**src/rtl/nasti_bram_ctrl.sv**
```systemverilog
// rtl/nasti_bram_ctrl.sv - NASTI (AXI4) slave to single-port block-RAM controller
//
// Purpose: bridges one NASTI slave port onto a single-port BRAM. Handles
// FIXED/INCR/WRAP bursts and narrow transfers, and alternates priority between
// contending read and write requests. Read data comes back through a small
// FIFO so that R-channel backpressure never loses a RAM word.
//
// Ports:
//   i_clk, i_rstn            clock, asynchronous active-low reset
//   i_aw_* / o_aw_ready      write address channel
//   i_w_*  / o_w_ready       write data channel
//   o_b_*  / i_b_ready       write response channel
//   i_ar_* / o_ar_ready      read address channel
//   o_r_*  / i_r_ready       read data channel
//   o_ram_en, o_ram_we       RAM enable and byte write enables (we == 0 is a read)
//   o_ram_addr               RAM word address
//   o_ram_wrdata             RAM write data
//   i_ram_rddata             RAM read data, RAM_LATENCY cycles after a read enable
module nasti_bram_ctrl #(
    parameter int ID_WIDTH    = 8,
    parameter int ADDR_WIDTH  = 16,
    parameter int DATA_WIDTH  = 128,
    parameter int RAM_LATENCY = 1
) (
    input  logic                                        i_clk,
    input  logic                                        i_rstn,
    input  logic [ID_WIDTH-1:0]                         i_aw_id,
    input  logic [ADDR_WIDTH-1:0]                       i_aw_addr,
    input  logic [7:0]                                  i_aw_len,
    input  logic [2:0]                                  i_aw_size,
    input  logic [1:0]                                  i_aw_burst,
    input  logic                                        i_aw_valid,
    output logic                                        o_aw_ready,
    input  logic [DATA_WIDTH-1:0]                       i_w_data,
    input  logic [DATA_WIDTH/8-1:0]                     i_w_strb,
    input  logic                                        i_w_last,
    input  logic                                        i_w_valid,
    output logic                                        o_w_ready,
    output logic [ID_WIDTH-1:0]                         o_b_id,
    output logic [1:0]                                  o_b_resp,
    output logic                                        o_b_valid,
    input  logic                                        i_b_ready,
    input  logic [ID_WIDTH-1:0]                         i_ar_id,
    input  logic [ADDR_WIDTH-1:0]                       i_ar_addr,
    input  logic [7:0]                                  i_ar_len,
    input  logic [2:0]                                  i_ar_size,
    input  logic [1:0]                                  i_ar_burst,
    input  logic                                        i_ar_valid,
    output logic                                        o_ar_ready,
    output logic [ID_WIDTH-1:0]                         o_r_id,
    output logic [DATA_WIDTH-1:0]                       o_r_data,
    output logic [1:0]                                  o_r_resp,
    output logic                                        o_r_last,
    output logic                                        o_r_valid,
    input  logic                                        i_r_ready,
    output logic                                        o_ram_en,
    output logic [DATA_WIDTH/8-1:0]                     o_ram_we,
    output logic [ADDR_WIDTH-$clog2(DATA_WIDTH/8)-1:0]  o_ram_addr,
    output logic [DATA_WIDTH-1:0]                       o_ram_wrdata,
    input  logic [DATA_WIDTH-1:0]                       i_ram_rddata
);

    localparam int OFF       = $clog2(DATA_WIDTH/8);
    localparam int RDQ_DEPTH = RAM_LATENCY + 1;
    localparam int PW        = $clog2(RDQ_DEPTH);
    localparam int CW        = $clog2(RDQ_DEPTH + 1);

    typedef enum logic [2:0] {S_IDLE, S_WRITE, S_WRESP, S_READ, S_DRAIN} state_t;

    state_t                  r_state;
    logic                    r_prio_rd;
    logic [ID_WIDTH-1:0]     r_id;
    logic [ADDR_WIDTH-1:0]   r_addr;
    logic [7:0]              r_len;
    logic [2:0]              r_size;
    logic [1:0]              r_burst;
    logic                    r_illegal;
    logic                    r_err;
    logic [7:0]              r_beat;      // beats accepted (write) or issued to RAM (read)
    logic [7:0]              r_rbeat;     // read beats handed out on R
    logic [RAM_LATENCY-1:0]  r_pend;      // reads in flight inside the RAM pipeline
    logic [DATA_WIDTH-1:0]   r_fifo [RDQ_DEPTH];
    logic [PW-1:0]           r_wr_ptr;
    logic [PW-1:0]           r_rd_ptr;
    logic [CW-1:0]           r_cnt;

    logic                    w_grant_w;
    logic                    w_grant_r;
    logic                    w_aw_hs;
    logic                    w_ar_hs;
    logic                    w_w_hs;
    logic                    w_last_beat;
    logic                    w_push;
    logic                    w_pop;
    logic                    w_issue;
    logic [3:0]              w_pend_cnt;
    logic [3:0]              w_used;
    logic [ADDR_WIDTH-1:0]   w_next_addr;

    function automatic logic [ADDR_WIDTH-1:0] f_next_addr(
        input logic [ADDR_WIDTH-1:0] a,
        input logic [7:0]            len,
        input logic [2:0]            size,
        input logic [1:0]            burst
    );
        logic [ADDR_WIDTH-1:0] sb;
        logic [ADDR_WIDTH-1:0] span;
        logic [ADDR_WIDTH-1:0] inc;
        logic [ADDR_WIDTH-1:0] res;
        sb   = ADDR_WIDTH'(1) << size;
        span = (ADDR_WIDTH'(len) + ADDR_WIDTH'(1)) << size;
        inc  = (a & ~(sb - ADDR_WIDTH'(1))) + sb;
        case (burst)
            2'b01:   res = inc;
            // legal wrap lengths make span a power of two, so masking wraps it
            2'b10:   res = (a & ~(span - ADDR_WIDTH'(1))) | (inc & (span - ADDR_WIDTH'(1)));
            default: res = a;
        endcase
        f_next_addr = res;
    endfunction

    function automatic logic f_illegal(
        input logic [7:0] len,
        input logic [2:0] size,
        input logic [1:0] burst
    );
        f_illegal = (size > 3'(OFF)) || (burst == 2'b11) ||
                    ((burst == 2'b10) && !((len == 8'd1) || (len == 8'd3) ||
                                           (len == 8'd7) || (len == 8'd15)));
    endfunction

    function automatic logic [PW-1:0] f_inc(input logic [PW-1:0] p);
        f_inc = (p == PW'(RDQ_DEPTH - 1)) ? '0 : p + 1'b1;
    endfunction

    // Contention goes to the flagged channel; a lone request is always granted.
    assign w_grant_w  = i_aw_valid && !(i_ar_valid && r_prio_rd);
    assign w_grant_r  = i_ar_valid && !(i_aw_valid && !r_prio_rd);
    assign o_aw_ready = (r_state == S_IDLE) && w_grant_w;
    assign o_ar_ready = (r_state == S_IDLE) && w_grant_r;
    assign w_aw_hs    = o_aw_ready && i_aw_valid;
    assign w_ar_hs    = o_ar_ready && i_ar_valid;

    assign o_w_ready   = (r_state == S_WRITE);
    assign w_w_hs      = o_w_ready && i_w_valid;
    assign w_last_beat = (r_beat == r_len);
    assign w_next_addr = f_next_addr(r_addr, r_len, r_size, r_burst);

    assign o_b_valid = (r_state == S_WRESP);
    assign o_b_id    = r_id;
    assign o_b_resp  = (r_err || r_illegal) ? 2'b10 : 2'b00;

    assign o_r_valid = (r_cnt != '0);
    assign o_r_data  = r_fifo[r_rd_ptr];
    assign o_r_id    = r_id;
    assign o_r_resp  = r_illegal ? 2'b10 : 2'b00;
    assign o_r_last  = o_r_valid && (r_rbeat == r_len);
    assign w_pop     = o_r_valid && i_r_ready;
    assign w_push    = r_pend[RAM_LATENCY-1];

    always_comb begin
        w_pend_cnt = '0;
        for (int i = 0; i < RAM_LATENCY; i++) begin
            w_pend_cnt = w_pend_cnt + 4'(r_pend[i]);
        end
    end

    // A slot freed by this cycle's pop is reusable at once; that credit is
    // what sustains one beat per cycle with r_ready held high.
    assign w_used  = 4'(r_cnt) + w_pend_cnt - 4'(w_pop);
    assign w_issue = (r_state == S_READ) && (w_used < 4'(RDQ_DEPTH));

    assign o_ram_en     = w_w_hs || w_issue;
    assign o_ram_we     = (w_w_hs && !r_illegal) ? i_w_strb : '0;
    assign o_ram_addr   = r_addr[ADDR_WIDTH-1:OFF];
    assign o_ram_wrdata = i_w_data;

    // FIFO storage carries no reset; only its pointers and count matter.
    always_ff @(posedge i_clk) begin
        if (w_push) begin
            r_fifo[r_wr_ptr] <= r_illegal ? '0 : i_ram_rddata;
        end
    end

    always_ff @(posedge i_clk or negedge i_rstn) begin
        if (!i_rstn) begin
            r_state   <= S_IDLE;
            r_prio_rd <= 1'b1;
            r_id      <= '0;
            r_addr    <= '0;
            r_len     <= '0;
            r_size    <= '0;
            r_burst   <= '0;
            r_illegal <= 1'b0;
            r_err     <= 1'b0;
            r_beat    <= '0;
            r_rbeat   <= '0;
            r_pend    <= '0;
            r_wr_ptr  <= '0;
            r_rd_ptr  <= '0;
            r_cnt     <= '0;
        end else begin
            r_pend[0] <= w_issue;
            for (int i = 1; i < RAM_LATENCY; i++) begin
                r_pend[i] <= r_pend[i-1];
            end
            if (w_push) begin
                r_wr_ptr <= f_inc(r_wr_ptr);
            end
            if (w_pop) begin
                r_rd_ptr <= f_inc(r_rd_ptr);
                r_rbeat  <= r_rbeat + 8'd1;
            end
            r_cnt <= r_cnt + CW'(w_push) - CW'(w_pop);

            case (r_state)
                S_IDLE: begin
                    r_beat  <= '0;
                    r_rbeat <= '0;
                    r_err   <= 1'b0;
                    if (w_ar_hs) begin
                        r_id      <= i_ar_id;
                        r_addr    <= i_ar_addr;
                        r_len     <= i_ar_len;
                        r_size    <= i_ar_size;
                        r_burst   <= i_ar_burst;
                        r_illegal <= f_illegal(i_ar_len, i_ar_size, i_ar_burst);
                        r_state   <= S_READ;
                        if (i_aw_valid) r_prio_rd <= 1'b0;
                    end else if (w_aw_hs) begin
                        r_id      <= i_aw_id;
                        r_addr    <= i_aw_addr;
                        r_len     <= i_aw_len;
                        r_size    <= i_aw_size;
                        r_burst   <= i_aw_burst;
                        r_illegal <= f_illegal(i_aw_len, i_aw_size, i_aw_burst);
                        r_state   <= S_WRITE;
                        if (i_ar_valid) r_prio_rd <= 1'b1;
                    end
                end
                S_WRITE: begin
                    if (w_w_hs) begin
                        // the beat counter ends the burst; w_last only feeds the response
                        if (i_w_last != w_last_beat) r_err <= 1'b1;
                        if (w_last_beat) begin
                            r_state <= S_WRESP;
                        end else begin
                            r_beat <= r_beat + 8'd1;
                            r_addr <= w_next_addr;
                        end
                    end
                end
                S_WRESP: begin
                    if (i_b_ready) r_state <= S_IDLE;
                end
                S_READ: begin
                    if (w_issue) begin
                        if (w_last_beat) begin
                            r_state <= S_DRAIN;
                        end else begin
                            r_beat <= r_beat + 8'd1;
                            r_addr <= w_next_addr;
                        end
                    end
                end
                S_DRAIN: begin
                    if (w_pop && (r_rbeat == r_len)) r_state <= S_IDLE;
                end
                default: r_state <= S_IDLE;
            endcase
        end
    end

endmodule

```
**config.mk**
```make
export PLATFORM = sky130hd
export DESIGN_NAME = nasti_bram_ctrl
export DESIGN_NICKNAME = d
export VERILOG_FILES = /design/src/rtl/nasti_bram_ctrl.sv
export SDC_FILE = /design/constraint.sdc
export NUM_CORES = 1
export LEC_CHECK = 0
export CORE_AREA = 2 2 258 260
export DETAILED_ROUTE_END_ITERATION = 6
export DIE_AREA = 0 0 260 262
export GPL_TIMING_DRIVEN = 0
export PLACE_DENSITY = 0.52
export SETUP_SLACK_MARGIN = 0.4
export SYNTH_ARGS = -nofsm -noshare
export SYNTH_HDL_FRONTEND = slang
export SYNTH_SLANG_ARGS = --single-unit
```
**constraint.sdc**
```tcl
create_clock -name i_clk -period 7.23 [get_ports i_clk]
set_clock_uncertainty 0.05 [all_clocks]
set_input_delay 1.446 -clock i_clk [delete_from_list [all_inputs] [get_ports i_clk]]
set_output_delay 1.446 -clock i_clk [all_outputs]
set_load 0.01 [all_outputs]
```
==> results of run 1 <==
[stage by stage]
step	setup TNS, ns	cells
floorplan	0	1449
global placement	-492.68	2847
detailed placement	0	2855
CTS	0	2926
global route	0	2926
finish	0	2928
[layout make-up]
cell class / instances / area share (%)
multi-input cells: 875 / 24.20
clock inverters: 19 / 0.7481
repair buffers: 542 / 22.41
clock buffers: 52 / 4.438
diodes: 2 / 0.02022
inverters: 24 / 0.3639
well taps: 864 / 4.367
flip-flops and latches: 320 / 37.53
plain buffers: 230 / 5.919
[kinds of logic (layout without fill, tap and decap cells)]
logic type      count (synthesis)  in the layout  share of synthesized area, %
simple gates                  471            471                         14.67
buf+inv                       254            867                         9.246
other cells                     1              4                       0.02229
flops                         320            320                         55.23
fa+ha+maj                      13             13                         1.012
xor+xnor                       52             52                         2.752
mux                           143            143                         9.499
compound gates                194            194                         7.572
[synthesized netlist by cell type (4+ instances only)]
cell	count
a211o_1	4
edfxtp_1	256
inv_1	23
and2_1	23
a211oi_1	9
clkbuf_1	60
nand4_1	14
nand2b_1	7
o211ai_1	5
ha_1	12
or2_2	4
buf_2	10
dfrtp_1	63
nand2_1	117
nor4_1	9
a31oi_1	36
a311oi_1	5
and3_1	10
o21ai_0	37
o31ai_1	4
nor2_1	77
mux2i_1	10
o21a_1	6
a21oi_1	43
o22ai_1	6
nand3_1	33
nor2b_1	137
xor2_1	31
buf_1	5
nor3_1	16
mux2_2	133
buf_4	153
xnor2_1	20
[registers in the layout, summed over array words and instances, names as in the netlist, named ones only]
register   cells
r_burst        2
r_cnt          2
r_err          1
r_fifo       256
r_wr_ptr       1
r_rbeat        8
r_prio_rd      1
r_size         3
r_len          8
r_rd_ptr       1
r_beat         8
r_pend         1
r_state        3
o_b_id         8
r_illegal      1
[final timing paths]
kind / depth (start not counted) / start / end
worst max-delay path: 13 / i_r_ready / o_ram_en
worst max register to register: 18 / r_cnt[1]$_DFF_PN0_ / flip-flop
max in group asynchronous: 1 / i_rstn / asynchronous set/reset pin
min in group asynchronous: 1 / i_rstn / o_b_id[0]$_DFFE_PN0P_
worst min register to register: 2 / r_err$_DFFE_PN0P_ / r_err$_DFFE_PN0P_
worst min-delay path: 2 / r_err$_DFFE_PN0P_ / r_err$_DFFE_PN0P_
[worst reg2reg max path, stage by stage, from the launching register on]
cell	delay, ns
dfrtp_1	0.42
inv_1	0.14
nand2_1	0.13
nand2_1	0.33
inv_1	0.19
ha_1	0.30
inv_1	0.05
ha_1	0.15
inv_1	0.05
fa_1	0.38
xor2_1	0.15
a211oi_1	0.57
a21oi_1	0.21
nor3b_2	0.54
o21a_1	0.33
clkbuf_1	0.49
o31ai_1	0.26
o21ai_0	0.19
o21ai_0	0.10
[layer usage]
metal	part of all wire, %	GRT usage [%]
met1	41	19.22
met3	7.8	4.427
met2	49	26.83
met4	1.6	3.368
met5	0.072	0
[power breakdown]
part,switching (mW),internal [mW]
Clock,0.777,1.18
Sequential,0.215,2.41
Combinational,2.28,1.94
Total,3.27,5.54
==> qor.yml, run 1 <==
status: "completed"
cp-end-kind: "output pin"
dpl_cell_area_um2: 23460
setup_ws_ns: 0.6890
cp.arrival_ns: 5.04
totalPowerFinal_mw: 8.803
wl_per_cell_um: 19.09
cts.path.max_buffers: 3
ys_ff_latch: 320
die_x_um: 260
period_minus_slack_ns: 6.541
cts-root-buf: "clkbuf_16"
insertion_delay_ns: 0.54
synth_cell_type_count: 76
netlist_top_cells_area: "edfxtp_1 46%, dfrtp_1 9.4%, mux2_2 8.9%"
fmax_ghz: 0.1529
clk_pin_slew_ns: 0.05
hold_violations: 0
worstMarginPinSlew_ns: 1.055
startpoint_type: "input port"
synthToLayoutAreaGrowth_pct: 47.15
crit_type: "in -> out"
hold_class: "reg -> reg"
path_delay_family: "buffers and inverters"
avgSynthCellArea_um2: 11.62
synth-edff-count: 256
netlist_area_um2: 16820
gp_congestion: 0.8354
crit_path_cell_trace: "clkdlybuf4s50_1, nand2_1, inv_1, ha_1, inv_1, ha_1, inv_1, fa_1, xor2_1, a211oi_1, and3_1, a21o_1, clkdlybuf4s50_1"
pre_cts_slack_ns: 0.5926
period_share_pct: 90.47
syn_inst: 1448
nets: 2399
cp.required_ns: 5.73
antenna_found_initial: 4
io_buffers: 534
cts_buffers: 39
critPathSlowestCell: "clkdlybuf4s50_1"
io_pins: 665
die_height_um: 262
fin_hold_ws_ns: 0.4391
drcViolationCount: 0
synth_top_flop_cell: "edfxtp_1"
r2r_setup_slack_ns: 2.06
grt_use_total_pct: 15.53
cts_setup_buffers: 0
cts_tree: "yes"
htree_levels: 2
drtIter0Drc: 838
layout_commonest_cell: "clkdlybuf4s50_1"
rsz0062_at_grt: "false"
stdcell_area_um2: 24750
critical_path.n_buffers_inverters: 5
regArea_um2: 9290
grt_pass1_wl_um: 81040
row_count: 94
dp_hpwl_um: 42770
overflow: 0
vdd.ir_drop.worst_mv: 0.1291
layout_common_cells: "533 x clkdlybuf4s50_1, 256 x edfxtp_1, 154 x buf_4, 136 x nor2b_1, 133 x mux2_2"
drt-pass1-iter-count: 5
slew_violations: 0
totalWireLength_um: 55890
p_per_area_nw_per_um2: 355.7
cp_max_fo: 6
clock-sinks: 320
routed_via_density: 4.489
setup_viol: 0
fillers: 6414
start_util_pct: 25.77
grt_pass1_vias: 13253
core_area_um2: 65280
cts_resized: 0
multi_input_area_um2: 5989
postRouteAntennaNets: 0
synth_largest_area_cell: "edfxtp_1"
max_slew_margin_pct: 29.70
max_cap_viol_count: 0
leakage_nw: 9.077
dieArea_um2: 68120
cpMostUsedCell: "inv_1"
vias: 13144
yosysWarnings: 0
grt_max_degree: 65
async_reset_ff_share_pct: 20.00
yosysSeqAreaShare_pct: 55.23
slowest_delay_ns: 0.59
cts_hold_buf: 0
utilization_pct: 37.92
drive_gt1_share_pct: 18.77
synth.top_cell.area_share_pct: 45.70
(Power assumes the default switching activity.)
==> run 2: changes to the inputs <==
--- a/config.mk
+++ b/config.mk
@@ -9,6 +9,7 @@
 export DETAILED_ROUTE_END_ITERATION = 6
 export DIE_AREA = 0 0 260 262
 export GPL_TIMING_DRIVEN = 0
+export MAX_ROUTING_LAYER = met4
 export PLACE_DENSITY = 0.52
 export SETUP_SLACK_MARGIN = 0.4
 export SYNTH_ARGS = -nofsm -noshare
==> constraint.sdc (replaced) <==
create_clock -name i_clk -period 5.75 [get_ports i_clk]
set_clock_uncertainty 0.05 [all_clocks]
set_input_delay 1.15 -clock i_clk [delete_from_list [all_inputs] [get_ports i_clk]]
set_output_delay 1.15 -clock i_clk [all_outputs]
set_load 0.01 [all_outputs]
==> qor.yml, run 2 (synthesis gave the netlist of run 1 again) <==
status: "completed"
stdcell_area_um2: 24770  # about the same
core_area_um2: 65280  # unchanged
clock-sinks: 320  # unchanged
cts-root-buf: "clkbuf_16"
rsz0062_at_grt: "false"
dp_hpwl_um: 43140  # +0.87%
period_share_pct: 88.72
reg2reg_from: "r_cnt[1]$_DFF_PN0_"
max_cap_viol_count: 0  # unchanged
totalPowerFinal_mw: 11.12  # +26%
r2r_setup_slack_ns: 1.08  # -0.98 ns
max_slew_margin_pct: 25.26  # -4.4 points
vdd.ir_drop.worst_mv: 0.2144  # +66%
fmax_ghz: 0.1960
reg2regPathDepth: 19  # +1
fin_cells: 2930  # +0.068%
hold_violations: 0  # unchanged
largest_reg_flops: 256  # unchanged
start_util_pct: 25.77  # unchanged
grt_pass1_wl_um: 82650  # +2.0%
routed_via_density: 4.501  # +0.27%
io_pins: 665  # unchanged
synthToLayoutAreaGrowth_pct: 47.23  # about the same
cts_tree: "yes"
crit_path_cell_trace: "clkdlybuf4s50_1, nand2_4, inv_2, ha_1, inv_1, ha_1, inv_1, fa_1, inv_1, a211oi_4, and3_4, a21o_1, dlygate4sd2_1"
grt_pass1_vias: 13621  # +2.8%
io_buffers: 534  # unchanged
utilization_pct: 37.94  # about the same
top_register: "r_fifo"
postRouteAntennaNets: 0  # unchanged
cp.arrival_ns: 3.90  # -1.14 ns
critical_path.n_buffers_inverters: 6  # +1
hold_class: "reg -> reg"
min_delay_path_depth: 2  # unchanged
dpl.cell_count: 2855  # unchanged
path_delay_family: "buffers and inverters"
htree_levels: 2  # unchanged
die_x_um: 260  # unchanged
drt-pass1-iter-count: 5  # unchanged
setup_viol: 0  # unchanged
slowest_delay_ns: 0.50  # -0.09 ns
slew_violations: 0  # unchanged
p_per_area_nw_per_um2: 449.0  # +26%
gp_congestion: 0.8663  # +3.7%
grt_use_total_pct: 16.36  # +0.83 points
drive_gt1_share_pct: 19.14  # +0.37 points
wl_per_cell_um: 19.32  # +1.2%
totalWireLength_um: 56600  # +1.3%
pre_cts_slack_ns: -0.3759  # -0.9685 ns
cts.path.max_buffers: 3  # unchanged
cp.depth: 13  # unchanged
cts_buffers: 40  # +2.6%
cp.required_ns: 4.55  # -1.18 ns
nets: 2401  # +0.083%
cpMostUsedCell: "inv_1"
dieArea_um2: 68120  # unchanged
setup_ws_ns: 0.6485  # -0.04053 ns
clk_pin_slew_ns: 0.05  # about the same
layout_common_cells: "532 x clkdlybuf4s50_1, 256 x edfxtp_1, 155 x buf_4, 136 x nor2b_1, 133 x mux2_2"
fin_hold_ws_ns: 0.4435  # +0.004419 ns
fillers: 6378  # -0.56%
finalSetupTns_ns: 0  # unchanged
antenna_found_initial: 2  # -2
cp_max_fo: 6  # unchanged
drtIter0Drc: 684  # -18%
die_height_um: 262  # unchanged
hold_end: "r_err$_DFFE_PN0P_"
leakage_nw: 9.083  # about the same
vias: 13188  # +0.33%
grt_max_degree: 65  # unchanged
cp-end-kind: "output pin"
drcViolationCount: 0  # unchanged
row_count: 94  # unchanged
critPathSlowestCell: "clkdlybuf4s50_1"
startpoint_type: "input port"
worstMarginPinSlew_ns: 1.111  # +0.05641 ns
period_minus_slack_ns: 5.101
layout_commonest_cell: "clkdlybuf4s50_1"
overflow: 0  # unchanged
hold_start: "r_err$_DFFE_PN0P_"
crit_type: "in -> out"
insertion_delay_ns: 0.56  # +0.02 ns
dpl_cell_area_um2: 23440  # about the same
run 2: power breakdown:
| part | leakage, nW | switching [mW] | internal (mW) |
|---|---|---|---|
| clock | 0.624 | 1.00 | 1.46 |
| combinational | 5.34 | 2.90 | 2.46 |
| sequential | 3.12 | 0.269 | 3.04 |
| total | 9.08 | 4.17 | 6.95 |
run 2: per-layer routing:
metal / global-route usage, % / wire length [µm]
met5: - / 0
met4: 3.911 / 975
met3: 3.578 / 4042
met2: 26.97 / 27500
met1: 20.42 / 24070
run 2: area by class of cell:
class	count	area [µm²]	area share, %
sequential	320	9290	37.51
multi-input combinational	875	6015	24.29
timing repair buffer	543	5532	22.34
buffer	230	1466	5.921
clock buffer	53	1155	4.663
tap	864	1081	4.365
clock inverter	19	132.6	0.5355
inverter	24	90.09	0.3637
antenna	2	5.005	0.02021
run 2: what timing repair did:
action,4_1_cts,5_1_grt
hold buffers,0,0
endpoints found under the hold margin,0,0
endpoints found under the setup margin,4,1
resized for setup,8,2
pin swaps,1,0
gates cloned,0,0
buffers inserted,1,0
run 2: worst max path at each step:
stage / start / end / slack, ns
after CTS: i_r_ready / o_ram_en / 0.63
after detailed placement: i_r_ready / flip-flop / -0.38
after global routing: r_state[2]$_DFFE_PN0P_ / o_ar_ready / 0.48
final: i_r_ready / o_ram_en / 0.65
after floorplan: r_pend$_DFF_PN0_ / r_fifo[0][0]$_DFFE_PP_ / 1.52
after global placement: r_pend$_DFF_PN0_ / r_fifo[0][94]$_DFFE_PP_ / -1.23
run 2: worst register-to-register path, delay by kind of cell (launching register included):
kind	cells	cell delay, ns
compound gates	6	1.35
buf+inv	7	0.95
simple gates	3	0.91
fa+ha+maj	3	0.89
flops	1	0.42
==> run 3: changes to the inputs <==
--- a/config.mk
+++ b/config.mk
@@ -11,7 +11,7 @@
 export GPL_TIMING_DRIVEN = 0
 export MAX_ROUTING_LAYER = met4
 export PLACE_DENSITY = 0.52
-export SETUP_SLACK_MARGIN = 0.4
+export SETUP_SLACK_MARGIN = 0.5
 export SYNTH_ARGS = -nofsm -noshare
 export SYNTH_HDL_FRONTEND = slang
 export SYNTH_SLANG_ARGS = --single-unit
==> qor.yml, run 3 (synthesis gave the netlist of run 1 again) <==
vdd.ir_drop.worst_mv: 0.2144  # about the same
wl_per_cell_um: 19.30  # -0.10%
dieArea_um2: 68120  # unchanged
period_share_pct: 88.48  # -0.24 points
cp-end-kind: "output pin"
p_per_area_nw_per_um2: 449.0  # about the same
slew_violations: 0  # unchanged
drive_gt1_share_pct: 19.23  # +0.097 points
worstMarginPinSlew_ns: 1.110  # -0.0009305 ns
leakage_nw: 9.088  # about the same
antenna_found_initial: 2  # unchanged
slowest_delay_ns: 0.50  # about the same
layout_commonest_cell: "clkdlybuf4s50_1"
max_slew_margin_pct: 25.32  # +0.063 points
fmax_ghz: 0.1966  # +0.27%
clock-sinks: 320  # unchanged
reg2regPathDepth: 19  # unchanged
cts_tree: "yes"
cp.arrival_ns: 3.89  # about the same
top_register: "r_fifo"
gp_congestion: 0.8663  # unchanged
drtIter0Drc: 690  # +0.88%
drcViolationCount: 0  # unchanged
io_pins: 665  # unchanged
cts.path.max_buffers: 3  # unchanged
dp_hpwl_um: 43140  # unchanged
status: "completed"
htree_levels: 2  # unchanged
hold_class: "reg -> reg"
cp.required_ns: 4.55  # about the same
finalSetupTns_ns: 0  # unchanged
die_height_um: 262  # unchanged
synthToLayoutAreaGrowth_pct: 47.27  # about the same
clk_pin_slew_ns: 0.05  # about the same
postRouteAntennaNets: 0  # unchanged
drt-pass1-iter-count: 4  # -1
grt_pass1_vias: 13621  # unchanged
min_delay_path_depth: 2  # unchanged
layout_common_cells: "532 x clkdlybuf4s50_1, 256 x edfxtp_1, 155 x buf_4, 136 x nor2b_1, 133 x mux2_2"
cts_buffers: 40  # unchanged
setup_viol: 0  # unchanged
dpl.cell_count: 2855  # unchanged
core_area_um2: 65280  # unchanged
vias: 13173  # -0.11%
startpoint_type: "input port"
crit_path_cell_trace: "clkdlybuf4s50_1, nand2_4, inv_2, ha_1, inv_1, ha_1, inv_1, fa_1, inv_1, a211oi_4, and3_4, a21o_1, dlygate4sd2_1"
grt_use_total_pct: 16.36  # unchanged
die_x_um: 260  # unchanged
overflow: 0  # unchanged
cp_max_fo: 6  # unchanged
totalPowerFinal_mw: 11.12  # about the same
cts-root-buf: "clkbuf_16"
utilization_pct: 37.95  # about the same
grt_pass1_wl_um: 82650  # unchanged
row_count: 94  # unchanged
largest_reg_flops: 256  # unchanged
crit_type: "in -> out"
io_buffers: 534  # unchanged
rsz0062_at_grt: "true"
hold_violations: 0  # unchanged
cpMostUsedCell: "inv_1"
period_minus_slack_ns: 5.088  # -0.01392 ns
nets: 2401  # unchanged
insertion_delay_ns: 0.55  # about the same
max_cap_viol_count: 0  # unchanged
grt_max_degree: 65  # unchanged
fin_cells: 2930  # unchanged
critPathSlowestCell: "clkdlybuf4s50_1"
fin_hold_ws_ns: 0.4422  # -0.001272 ns
totalWireLength_um: 56540  # -0.10%
start_util_pct: 25.77  # unchanged
cts_hold_buf: 0  # unchanged
routed_via_density: 4.496  # -0.11%
run 3: cell count changes in the layout (fill, tap and decap cells not counted), sizes merged:
cell / previous run / this run
buf: 180 / 179
clkbuf: 113 / 114
run 3: path summary, 6_finish.rpt:
path / startpoint / to / slack (ns)
worst max-delay path: i_r_ready / o_ram_en / 0.66
worst min-delay path: r_err$_DFFE_PN0P_ / r_err$_DFFE_PN0P_ / 0.44
worst max register to register: r_cnt[1]$_DFF_PN0_ / flip-flop / 1.08
worst min register to register: r_err$_DFFE_PN0P_ / r_err$_DFFE_PN0P_ / 0.44
max in group asynchronous: i_rstn / r_prio_rd$_DFFE_PN1P_ / 4.76
min in group asynchronous: i_rstn / r_burst[0]$_DFFE_PN0P_ / 0.53
run 3: power by group:
part           switching [mW]  internal [mW]
Combinational            2.91           2.46
Clock                   0.999           1.46
Sequential              0.270           3.04
Total                    4.17           6.95
run 3: metal layers:
metal | GRT usage, % | part of all wire [%]
met4 | 3.911 | 1.7
met2 | 26.97 | 49
met3 | 3.578 | 7.3
met1 | 20.42 | 42
met5 | - | 0
run 3: final cells by class:
| type | count | area, µm² |
|---|---|---|
| multi-input cells | 875 | 6020 |
| well taps | 864 | 1081 |
| inverters | 24 | 90.09 |
| plain buffers | 230 | 1468 |
| repair buffers | 543 | 5532 |
| clock inverters | 19 | 132.6 |
| fillers | 6379 | 40500 |
| clock buffers | 53 | 1155 |
| flip-flops and latches | 320 | 9290 |
| diodes | 2 | 5.005 |
run 3: repair_timing:
action | CTS | global route
pin swaps | 1 | 0
endpoints found under the setup margin | 8 | 4
resized for setup | 8 | 4
buffers inserted | 1 | 0
run 3: worst max-delay path: cells and delay by family:
family                     cells  cell delay [ns]
AOI/OAI and AO/OA              2             0.40
adders and majority gates      3             0.85
buffers and inverters          6             1.10
and+or+nand+nor                2             0.37
run 3: through the flow:
step | cell area (µm²) | setup slack (ns)
6_report | 24770 | 0.6624
5_1_grt | 24770 | 0.4877
3_3_place_gp | 23250 | -1.226
4_1_cts | 24760 | 0.6298
2_1_floorplan | 16830 | 1.516
3_5_place_dp | 23440 | -0.3759
